### config.mk
export PLATFORM = sky130hd
export DESIGN_NAME = mem_line_arbiter
export DESIGN_NICKNAME = d
export VERILOG_FILES = /design/src/rtl/mem_line_arbiter.sv
export SDC_FILE = /design/constraint.sdc
export NUM_CORES = 1
export LEC_CHECK = 0
export ABC_AREA = 1
export CAP_MARGIN = 30
export CORE_AREA = 2 2 304 306
export CTS_BUF_LIST = sky130_fd_sc_hd__clkbuf_16
export DETAILED_ROUTE_END_ITERATION = 16
export DIE_AREA = 0 0 306 308
export PLACE_DENSITY = 0.63
export SLEW_MARGIN = 40
export SYNTH_ARGS = -nofsm -noshare
export SYNTH_HDL_FRONTEND = slang
export SYNTH_SLANG_ARGS = --single-unit
export TNS_END_PERCENT = 5
### constraint.sdc
create_clock -name Clk -period 9.7 [get_ports Clk]
set_input_delay 2.425 -clock Clk [delete_from_list [all_inputs] [get_ports Clk]]
set_output_delay 2.425 -clock Clk [all_outputs]
set_load 0.1 [all_outputs]
### src/rtl/mem_line_arbiter.sv
`timescale 1ns/1ps
// ---------------------------------------------------------------------------
// mem_line_arbiter
//
// Shares one 32-bit external memory port between three line-transfer clients:
// DCache dirty-line writeback (DC_LW), DCache line fill (DC_LB) and ICache
// line fill (IC_LB). Each 8-word line is moved as 8 word beats with a
// Mem_Req/Mem_Ack handshake. Fill beats are assembled into LB_LineData.
//
// Ports
//   Clk, Rst                 clock, synchronous active-high reset
//   DC_LW_Enable/Addr/Data   writeback request, line address, 256-bit line
//   DC_LW_Completed          one-cycle pulse when the writeback is done
//   DC_LB_Enable/Addr        DCache fill request and critical word address
//   DC_LB_FirstWord          pulse: critical word available in LB_CritWord
//   DC_LB_Completed          pulse: full line available in LB_LineData
//   IC_LB_*                  same as DC_LB_* for the ICache
//   LB_LineData/LineAddr     assembled fill line and its line-aligned address
//   LB_CritWord              first word returned by the current fill
//   Busy                     high whenever the FSM is not idle
//   Mem_Req/WE/Addr/WData    registered beat request towards memory
//   Mem_RData/Ack            read data and beat acknowledge from memory
//
// Configuration macro
//   CRITICAL_WORD_FIRST_EN   when defined, a fill starts at the requested
//                            word and wraps; otherwise fills start at word 0.
//                            Writebacks always start at word 0.
// ---------------------------------------------------------------------------
module mem_line_arbiter #(
    parameter int LINE_WORDS = 8,
    parameter int AW         = 32
) (
    input  logic                     Clk,
    input  logic                     Rst,
    input  logic                     DC_LW_Enable,
    input  logic [AW-1:0]            DC_LW_Addr,
    input  logic [32*LINE_WORDS-1:0] DC_LW_Data,
    output logic                     DC_LW_Completed,
    input  logic                     DC_LB_Enable,
    input  logic [AW-1:0]            DC_LB_Addr,
    output logic                     DC_LB_FirstWord,
    output logic                     DC_LB_Completed,
    input  logic                     IC_LB_Enable,
    input  logic [AW-1:0]            IC_LB_Addr,
    output logic                     IC_LB_FirstWord,
    output logic                     IC_LB_Completed,
    output logic [32*LINE_WORDS-1:0] LB_LineData,
    output logic [AW-1:0]            LB_LineAddr,
    output logic [31:0]              LB_CritWord,
    output logic                     Busy,
    output logic                     Mem_Req,
    output logic                     Mem_WE,
    output logic [AW-1:0]            Mem_Addr,
    output logic [31:0]              Mem_WData,
    input  logic [31:0]              Mem_RData,
    input  logic                     Mem_Ack
);

    localparam int LINE_BITS = 32 * LINE_WORDS;

    typedef enum logic [1:0] {S_IDLE, S_WB, S_FILL, S_DONE} state_e;
    typedef enum logic [1:0] {CL_LW, CL_DLB, CL_ILB} client_e;

    state_e                 state_q, state_d;
    client_e                client_q, client_d;
    logic [2:0]             cnt_q, cnt_d;
    logic [2:0]             start_q, start_d;
    logic [AW-4:0]          line_q, line_d;
    logic [2:0]             lock_q, lock_d;      // [0]=DC_LW [1]=DC_LB [2]=IC_LB
    logic [LINE_BITS-1:0]   wbuf_q, wbuf_d;
    logic                   req_q, req_d;
    logic                   we_q, we_d;
    logic [AW-1:0]          addr_q, addr_d;
    logic [31:0]            wdata_q, wdata_d;
    logic [LINE_BITS-1:0]   ldata_q, ldata_d;
    logic [AW-1:0]          laddr_q, laddr_d;
    logic [31:0]            crit_q, crit_d;
    logic                   dc_first_q, dc_first_d;
    logic                   ic_first_q, ic_first_d;
    logic                   lw_done_q, lw_done_d;
    logic                   dc_done_q, dc_done_d;
    logic                   ic_done_q, ic_done_d;

    logic          lw_win, dlb_win, ilb_win;
    logic [AW-1:0] fill_addr;
    logic [2:0]    fill_start;
    logic [2:0]    idx, next_idx;
    logic          beat_ack;
    logic          unused_bits;

    // Fixed priority DC_LW > DC_LB > IC_LB, skipping a client in its lockout cycle.
    assign lw_win    = DC_LW_Enable && !lock_q[0];
    assign dlb_win   = !lw_win && DC_LB_Enable && !lock_q[1];
    assign ilb_win   = !lw_win && !dlb_win && IC_LB_Enable && !lock_q[2];
    assign fill_addr = dlb_win ? DC_LB_Addr : IC_LB_Addr;

`ifdef CRITICAL_WORD_FIRST_EN
    assign fill_start = fill_addr[2:0];
`else
    assign fill_start = 3'd0;
`endif

    // Line offsets of writeback addresses (and of fills without critical-word-first) carry no meaning.
    assign unused_bits = ^{DC_LW_Addr[2:0], fill_addr[2:0]};

    // Beat index wraps modulo 8 through the 3-bit add.
    assign idx      = start_q + cnt_q;
    assign next_idx = idx + 3'd1;
    // An ack only counts against a beat that is actually being presented.
    assign beat_ack = req_q && Mem_Ack;

    always_comb begin
        // NOTE: every next-value signal is given its hold value first, so no path through the case leaves one unassigned and no latch is inferred.
        state_d    = state_q;
        client_d   = client_q;
        cnt_d      = cnt_q;
        start_d    = start_q;
        line_d     = line_q;
        lock_d     = lock_q;
        wbuf_d     = wbuf_q;
        req_d      = req_q;
        we_d       = we_q;
        addr_d     = addr_q;
        wdata_d    = wdata_q;
        ldata_d    = ldata_q;
        laddr_d    = laddr_q;
        crit_d     = crit_q;
        dc_first_d = 1'b0;
        ic_first_d = 1'b0;
        lw_done_d  = 1'b0;
        dc_done_d  = 1'b0;
        ic_done_d  = 1'b0;

        unique case (state_q)
            S_IDLE: begin
                // The lockout mask lives for exactly this one idle cycle.
                lock_d = 3'b000;
                if (lw_win) begin
                    client_d = CL_LW;
                    line_d   = DC_LW_Addr[AW-1:3];
                    start_d  = 3'd0;
                    cnt_d    = 3'd0;
                    wbuf_d   = DC_LW_Data;
                    req_d    = 1'b1;
                    we_d     = 1'b1;
                    addr_d   = {DC_LW_Addr[AW-1:3], 3'd0};
                    wdata_d  = DC_LW_Data[31:0];
                    state_d  = S_WB;
                end else if (dlb_win || ilb_win) begin
                    client_d = dlb_win ? CL_DLB : CL_ILB;
                    line_d   = fill_addr[AW-1:3];
                    start_d  = fill_start;
                    cnt_d    = 3'd0;
                    req_d    = 1'b1;
                    we_d     = 1'b0;
                    addr_d   = {fill_addr[AW-1:3], fill_start};
                    wdata_d  = '0;
                    laddr_d  = {fill_addr[AW-1:3], 3'd0};
                    state_d  = S_FILL;
                end
            end

            S_WB, S_FILL: begin
                if (beat_ack) begin
                    cnt_d = cnt_q + 3'd1;
                    if (state_q == S_FILL) begin
                        ldata_d[idx*32 +: 32] = Mem_RData;
                        if (cnt_q == 3'd0) begin
                            crit_d     = Mem_RData;
                            dc_first_d = (client_q == CL_DLB);
                            ic_first_d = (client_q == CL_ILB);
                        end
                    end
                    if (cnt_q == 3'(LINE_WORDS - 1)) begin
                        state_d   = S_DONE;
                        req_d     = 1'b0;
                        we_d      = 1'b0;
                        addr_d    = '0;
                        wdata_d   = '0;
                        lw_done_d = (client_q == CL_LW);
                        dc_done_d = (client_q == CL_DLB);
                        ic_done_d = (client_q == CL_ILB);
                    end else begin
                        // Next beat goes out in the cycle right after the ack.
                        addr_d  = {line_q, next_idx};
                        wdata_d = (state_q == S_WB) ? wbuf_q[next_idx*32 +: 32] : 32'd0;
                    end
                end
            end

            S_DONE: begin
                lock_d  = {client_q == CL_ILB, client_q == CL_DLB, client_q == CL_LW};
                state_d = S_IDLE;
            end

            default: state_d = S_IDLE;
        endcase
    end

    // NOTE: sequential state uses non-blocking assignments so every flop samples the pre-edge values of the others.
    always_ff @(posedge Clk) begin
        if (Rst) begin
            state_q    <= S_IDLE;
            client_q   <= CL_LW;
            cnt_q      <= 3'd0;
            start_q    <= 3'd0;
            line_q     <= '0;
            lock_q     <= 3'b000;
            req_q      <= 1'b0;
            we_q       <= 1'b0;
            addr_q     <= '0;
            wdata_q    <= '0;
            ldata_q    <= '0;
            laddr_q    <= '0;
            crit_q     <= '0;
            dc_first_q <= 1'b0;
            ic_first_q <= 1'b0;
            lw_done_q  <= 1'b0;
            dc_done_q  <= 1'b0;
            ic_done_q  <= 1'b0;
        end else begin
            state_q    <= state_d;
            client_q   <= client_d;
            cnt_q      <= cnt_d;
            start_q    <= start_d;
            line_q     <= line_d;
            lock_q     <= lock_d;
            req_q      <= req_d;
            we_q       <= we_d;
            addr_q     <= addr_d;
            wdata_q    <= wdata_d;
            ldata_q    <= ldata_d;
            laddr_q    <= laddr_d;
            crit_q     <= crit_d;
            dc_first_q <= dc_first_d;
            ic_first_q <= ic_first_d;
            lw_done_q  <= lw_done_d;
            dc_done_q  <= dc_done_d;
            ic_done_q  <= ic_done_d;
        end
    end

    // NOTE: the writeback buffer is reloaded at every writeback grant before it is read, so it carries no reset.
    always_ff @(posedge Clk) begin
        wbuf_q <= wbuf_d;
    end

    assign DC_LW_Completed = lw_done_q;
    assign DC_LB_FirstWord = dc_first_q;
    assign DC_LB_Completed = dc_done_q;
    assign IC_LB_FirstWord = ic_first_q;
    assign IC_LB_Completed = ic_done_q;
    assign LB_LineData     = ldata_q;
    assign LB_LineAddr     = laddr_q;
    assign LB_CritWord     = crit_q;
    assign Busy            = (state_q != S_IDLE);
    assign Mem_Req         = req_q;
    assign Mem_WE          = we_q;
    assign Mem_Addr        = addr_q;
    assign Mem_WData       = wdata_q;

endmodule

Word level (Yosys, flattened, before mapping) --
Index checks and enable logic that the tools add are counted.
Operators by class: $add $sub $neg 4, $mul 0, div/mod/pow operators 0, $lt $le $gt $ge 0, equal/unequal tests 9, shifts and indexed selects 3, muxes and demuxes 36, bitwise operators 6, reductions and logical operators 31
Operators with widths (count):
- $mux 32 | 10
- $bwmux 256 | 1
- $shift 32x34->256 const A | 1
- $shiftx 256x9->32 | 1
- $shiftx 32x34->256 | 1
- $pmux 32 s2 | 2
- $mux 29 | 2
- $neg 8->34 | 1
- $mux 2 | 7
- $pmux 3 s2 | 2
- $reduce_and 3->1 | 4
- $mux 3 | 3
- $reduce_and 4->1 | 2
- $reduce_bool 2->1 | 4
- $logic_and 1x1->1 | 7
- $add 3x1->3 const B | 2
- $eq 2x2->1 const B | 3
- $mux 1 | 6
- $not 1->1 | 6
- $pmux 2 s3 | 1
- $logic_not 1->1 | 5
- $reduce_or 5->1 | 1
- $eq 2x1->1 const B | 2
- $logic_not 2->1 | 2
- other kinds (10) | 13
Storage, ports and cells: flip-flop bits (word level) 686, bits in latches 0, RAM bits 0, ROM bits 0, input port bits 390, output and inout bits 392, logic and storage cells 108, memories 0

Logic depth before layout (Yosys ltp) --
word-level depth 13, mapped depth 15, mapped depth without buffers 10

Worst setup path before layout --
No wires, ideal clock.
path type in2reg, start input DC_LW_Enable, end register wbuf_q[0], enable pin, setup time 0.605 ns, arrival 7.865 ns, data required time 9.095 ns, path slack 1.229 ns, cell stages on the path 5, buffers on the path 1, path through inv_1 nor2_1 nand2_1 clkbuf_1 inv_1
On the way: word-level cells in the longest chain between the ends 2
RTL lines:
- from (decl) | RTL line 35 | input logic DC_LW_Enable,
- $logic_and 1x1->1 | RTL line 92 | assign lw_win = DC_LW_Enable && !lock_q[0];
- $reduce_and 2->1 (no source line)
- to (signal assigned) | RTL line 245 | wbuf_q <= wbuf_d;
- to (decl) | RTL line 70 | logic [LINE_BITS-1:0] wbuf_q, wbuf_d;
No other way between the ends. A chain may end at the register's enable or synchronous reset.

Final worst setup path --
start input DC_LW_Enable, end register addr_q[18] (netlist: Mem_Addr[18])
On the way: word-level cells in the longest chain between the ends 11, elaborated cells on any way between the ends 15, those cells by class eq/ne: 1; mux: 4; reduce/logical: 10
RTL lines:
- $logic_and 1x1->1 * | RTL line 92
- $logic_not 1->1 | RTL line 93, 94
- $logic_and 1x1->1 (2 in a row) | RTL line 93 | assign dlb_win = !lw_win && DC_LB_Enable && !lock_q[1];
- $logic_not 1->1 | RTL line 94 | assign ilb_win = !lw_win && !dlb_win && IC_LB_Enable && !lock_q[2];
- $logic_and 1x1->1 (3 in a row) | RTL line 94
- $logic_or 1x1->1 | RTL line 149 | end else if (dlb_win || ilb_win) begin
- $ne 3x3->1 (no source line)
- $reduce_and 3->1 (no source line)
- to (signal assigned) | RTL line 230 | addr_q <= addr_d;
- to (decl) | RTL line 73 | logic [AW-1:0] addr_q, addr_d;
Mark *: on every way between the ends. The rest lies on a longest branch, timed or not. The select of a mux whose other input is x is not followed.

==> results list <==
- In the routed design, unresolved DRC markers number 0.
- Number of hold buffers added after cts: 0
- Ratio of cells with drive above 1 in the final layout: 0.1430
* Number of buffers and inverters on the critical path: 2
- In the final design database the tool counted 4561 nets.
- Summed instance area of the synthesized netlist: 28510 µm²
* Type of element capturing the critical path: flop
- Once detail routing completed, the nets flagged for antenna violations numbered 0.
- Of the synthesized area, sequential elements account for 0.5688.
- Design Area, Final: 37710 µm²
- Final sum of negative setup slack: 0 ns
* Flip-flop and latch count after synthesis: 682
- Per-cell via count in the routed design: 4.748
* HPWL Detailed: 73380 µm
- The worst hold path belongs to the class flop to flop.
- After floorplanning, the core was sized to cover 90970 µm².
- The initial antenna violation count is 28.
- Clock slew at reported path FFs: 0.06 ns
- The number of hold violations in the final report came to 0.
- For this design the static power due to leakage is 16.66 nW.
* Die span in x: 306 µm
- Maximum fanout encountered on the critical timing path: 52
- Primary FF master, synth: dfxtp_1
* Arrival time at the worst endpoint: 5.24 ns
* Final core occ: 0.4146
- Of the post-synthesis cell area, the dominant cell type holds 0.2992.
* Library cells used by synthesis: 32
* Yosys Warn Count: 0
- Dividing the detail-routed wire length by the instance count gives 19.86 µm.
- Vias in the first global route: 24241
- Signal routing reaches up to met5.
* Quantity of gates resized following cts: 0
* Number of instances in the synthesized netlist: 3512
- At the pin with the least slew margin, the transition time is 0.9551 ns.
- Counting instances in the post-synthesis netlist gives the leading cell types as nand2_1, nor2_1, dfxtp_1.
- Port Buf Inserts: 769
- Total count of max-transition violations in the final report: 0
- In this run, the number of DRC markers left after iteration 0 of detailed routing was 1963.
* IO Count: 782
- H-tree levels: 3
* Total routing usage reported by global routing: 0.2202
* Starting density of the core: 0.3134
* Final count of negative-setup-slack endpoints: 0
- Clock latency on the worst-skew pair, taken at its later pin, is 0.67 ns.
- Pin count of the biggest net entering global routing: 209
- The flow ran to the end, and the final reports show no timing, DRC or antenna violations.
- Max cap viols: 0
- The slowest stage of the critical path belongs to the cell buf_4.
- The die covers 94250 µm².
- Across the routed clock network, the largest skew measured is 0.02489 ns.
- In this run the mean area of a mapped cell was 8.117 µm².
* Relative max-transition margin: 0.3633
- For this block, the routed nets add up to 107800 µm of wire.
- Setup fix buffers added after clock tree synthesis: 0
* Crit Path Category: input pin to flop
- Yosys mapped a number of flops with a built-in enable equal to 256.
- Traced cell by cell, the critical path runs through clkdlybuf4s50_1 > nand2_2 > buf_4 > nand2_2 > nand2_1 > nand3_1 > nand3_1 > a21oi_1.
- Clock root buffer: clkbuf_16
* Die H: 308 µm
- Req. time, crit path: 10.21 ns
* M1 wire length: 42730 µm
- Library cell with the highest instance count after synthesis: nand2_1
* Sinks on the clock net: 682
- The placed instances occupy a cell area of 35040 µm².
* Area Overhead vs Synth: 32.30%
- In the finished design, the share of the clock period the worst path needs comes to 0.4879.
- The routed design uses 8536 µm of met3 wire.
- Number of buffers created by CTS: 79
- Counting along the longest clock path gives a buffer depth of 3.
- The first detailed-routing pass ran for 5 iterations.
* Async SR Flop Fraction: 0
- The congestion estimate from routability-driven global placement came to 0.8975.
- Row cnt: 111
* Peak supply drop: 0.0001884 V
- The first global-routing pass estimated 155600 µm of wire.
* Total congestion overflow after global routing: 0
* Top delay family on crit path: simple AND/OR/NAND/NOR gates
- Achievable clock frequency: 0.2113 GHz
- Setup repair after global routing left no endpoint under its margin.
- After synthesis, the cell types taking the most area are dfxtp_1, edfxtp_1, nand2_1, nor2_1, nand3_1.
- The smallest clock period supported by the final layout is computed as 4.732 ns.
* Clock tree from TritonCTS: done
- Ratio of total power to cell area: 269.1 nW/µm²
* Cell taking the most area after synthesis: dfxtp_1
- Vias post-DR: 25778
- STA classifies the critical path startpoint as an input pin.
- On the worst path, the slowest cell contributes a delay of 0.58 ns.
* Total length of routed met2 wires: 52550 µm
worst paths after layout:
| check | cells past startpoint | startpoint | slack [ns] | end |
|---|---|---|---|---|
| max | 8 | DC_LW_Enable | 4.97 | Mem_Addr[18] |
| min | 2 | LB_LineData[165] | 0.44 | LB_LineData[165] |
| min reg2reg | 2 | LB_LineData[165] | 0.44 | LB_LineData[165] |
| max reg2reg | 7 | cnt_q[0] | 5.98 | LB_LineData[98] |
power breakdown:
group	leakage [nW]	switching, W	internal [W]
sequential	5.89	0.000157	0.00342
combinational	9.49	0.00279	0.000825
clock	1.29	0.00127	0.00168
total	16.7	0.00422	0.00593
per-layer routing:
metal | GRT usage | vias to the layer above
li1 | - | 12681
met1 | 0.2570 | 11875
met2 | 0.3770 | 1007
met3 | 0.06342 | 203
met4 | 0.09348 | 12
met5 | 0 | -
state kept, by name, indices dropped and copies added, names as in the netlist, 2 cells and up:
name / cells
LB_LineData: 256
lock_q: 3
Mem_WData: 32
client_q: 2
cnt_q: 3
state_q: 2
Mem_Addr: 31
wbuf_q: 256
line_q: 29
LB_LineAddr: 29
LB_CritWord: 32
cells by family (layout without fill, tap and decap cells):
logic type / after synthesis / after routing / share of synthesized area
DFF: 682 / 682 / 0.5688
other: 1 / 22 / 0.0001316
adders and majority gates: 9 / 9 / 0.003950
buffers and inverters: 514 / 1224 / 0.07413
and+or+nand+nor: 1821 / 1821 / 0.2633
AOI/OAI and AO/OA: 485 / 485 / 0.08967
layout make-up:
type | count | area, µm²
fillers | 9217 | 53260
flip-flops and latches | 682 | 16220
multi-input cells | 2318 | 10250
repair buffers | 805 | 6135
clock buffers | 81 | 2027
well taps | 1186 | 1484
inverters | 276 | 1061
clock inverters | 62 | 491.7
diodes | 19 | 47.55
placed cells by master (no fill, tap or decap), drive strengths merged, types with 81 or more instances in the layout:
cell type / instances
nor2: 550
clkbuf: 81
buf: 426
edfxtp: 256
nand2: 828
a21oi: 247
o21ai: 191
inv: 294
nand3: 403
dfxtp: 426
clkdlybuf4s50: 379
tightest hold or removal path: cells and delay by family, from the launching register on:
family | cells | cell delay [ns]
compound gates | 1 | 0.05
buf+inv | 1 | 0.04
flops | 1 | 0.30
per-stage QoR:
step	hold slack, ns	worst slack [ns]	instances	power [W]
floorplan	0.4551	1.229	3514	0.006255
global placement	0.4321	3.828	5263	0.007318
detailed placement	0.4340	4.328	5263	0.007238
CTS	0.4427	5.020	5406	0.01021
global route	0.4583	4.712	5425	0.01066
finish	0.4416	4.968	5429	0.01015
Power figures use the tool's default switching activity.
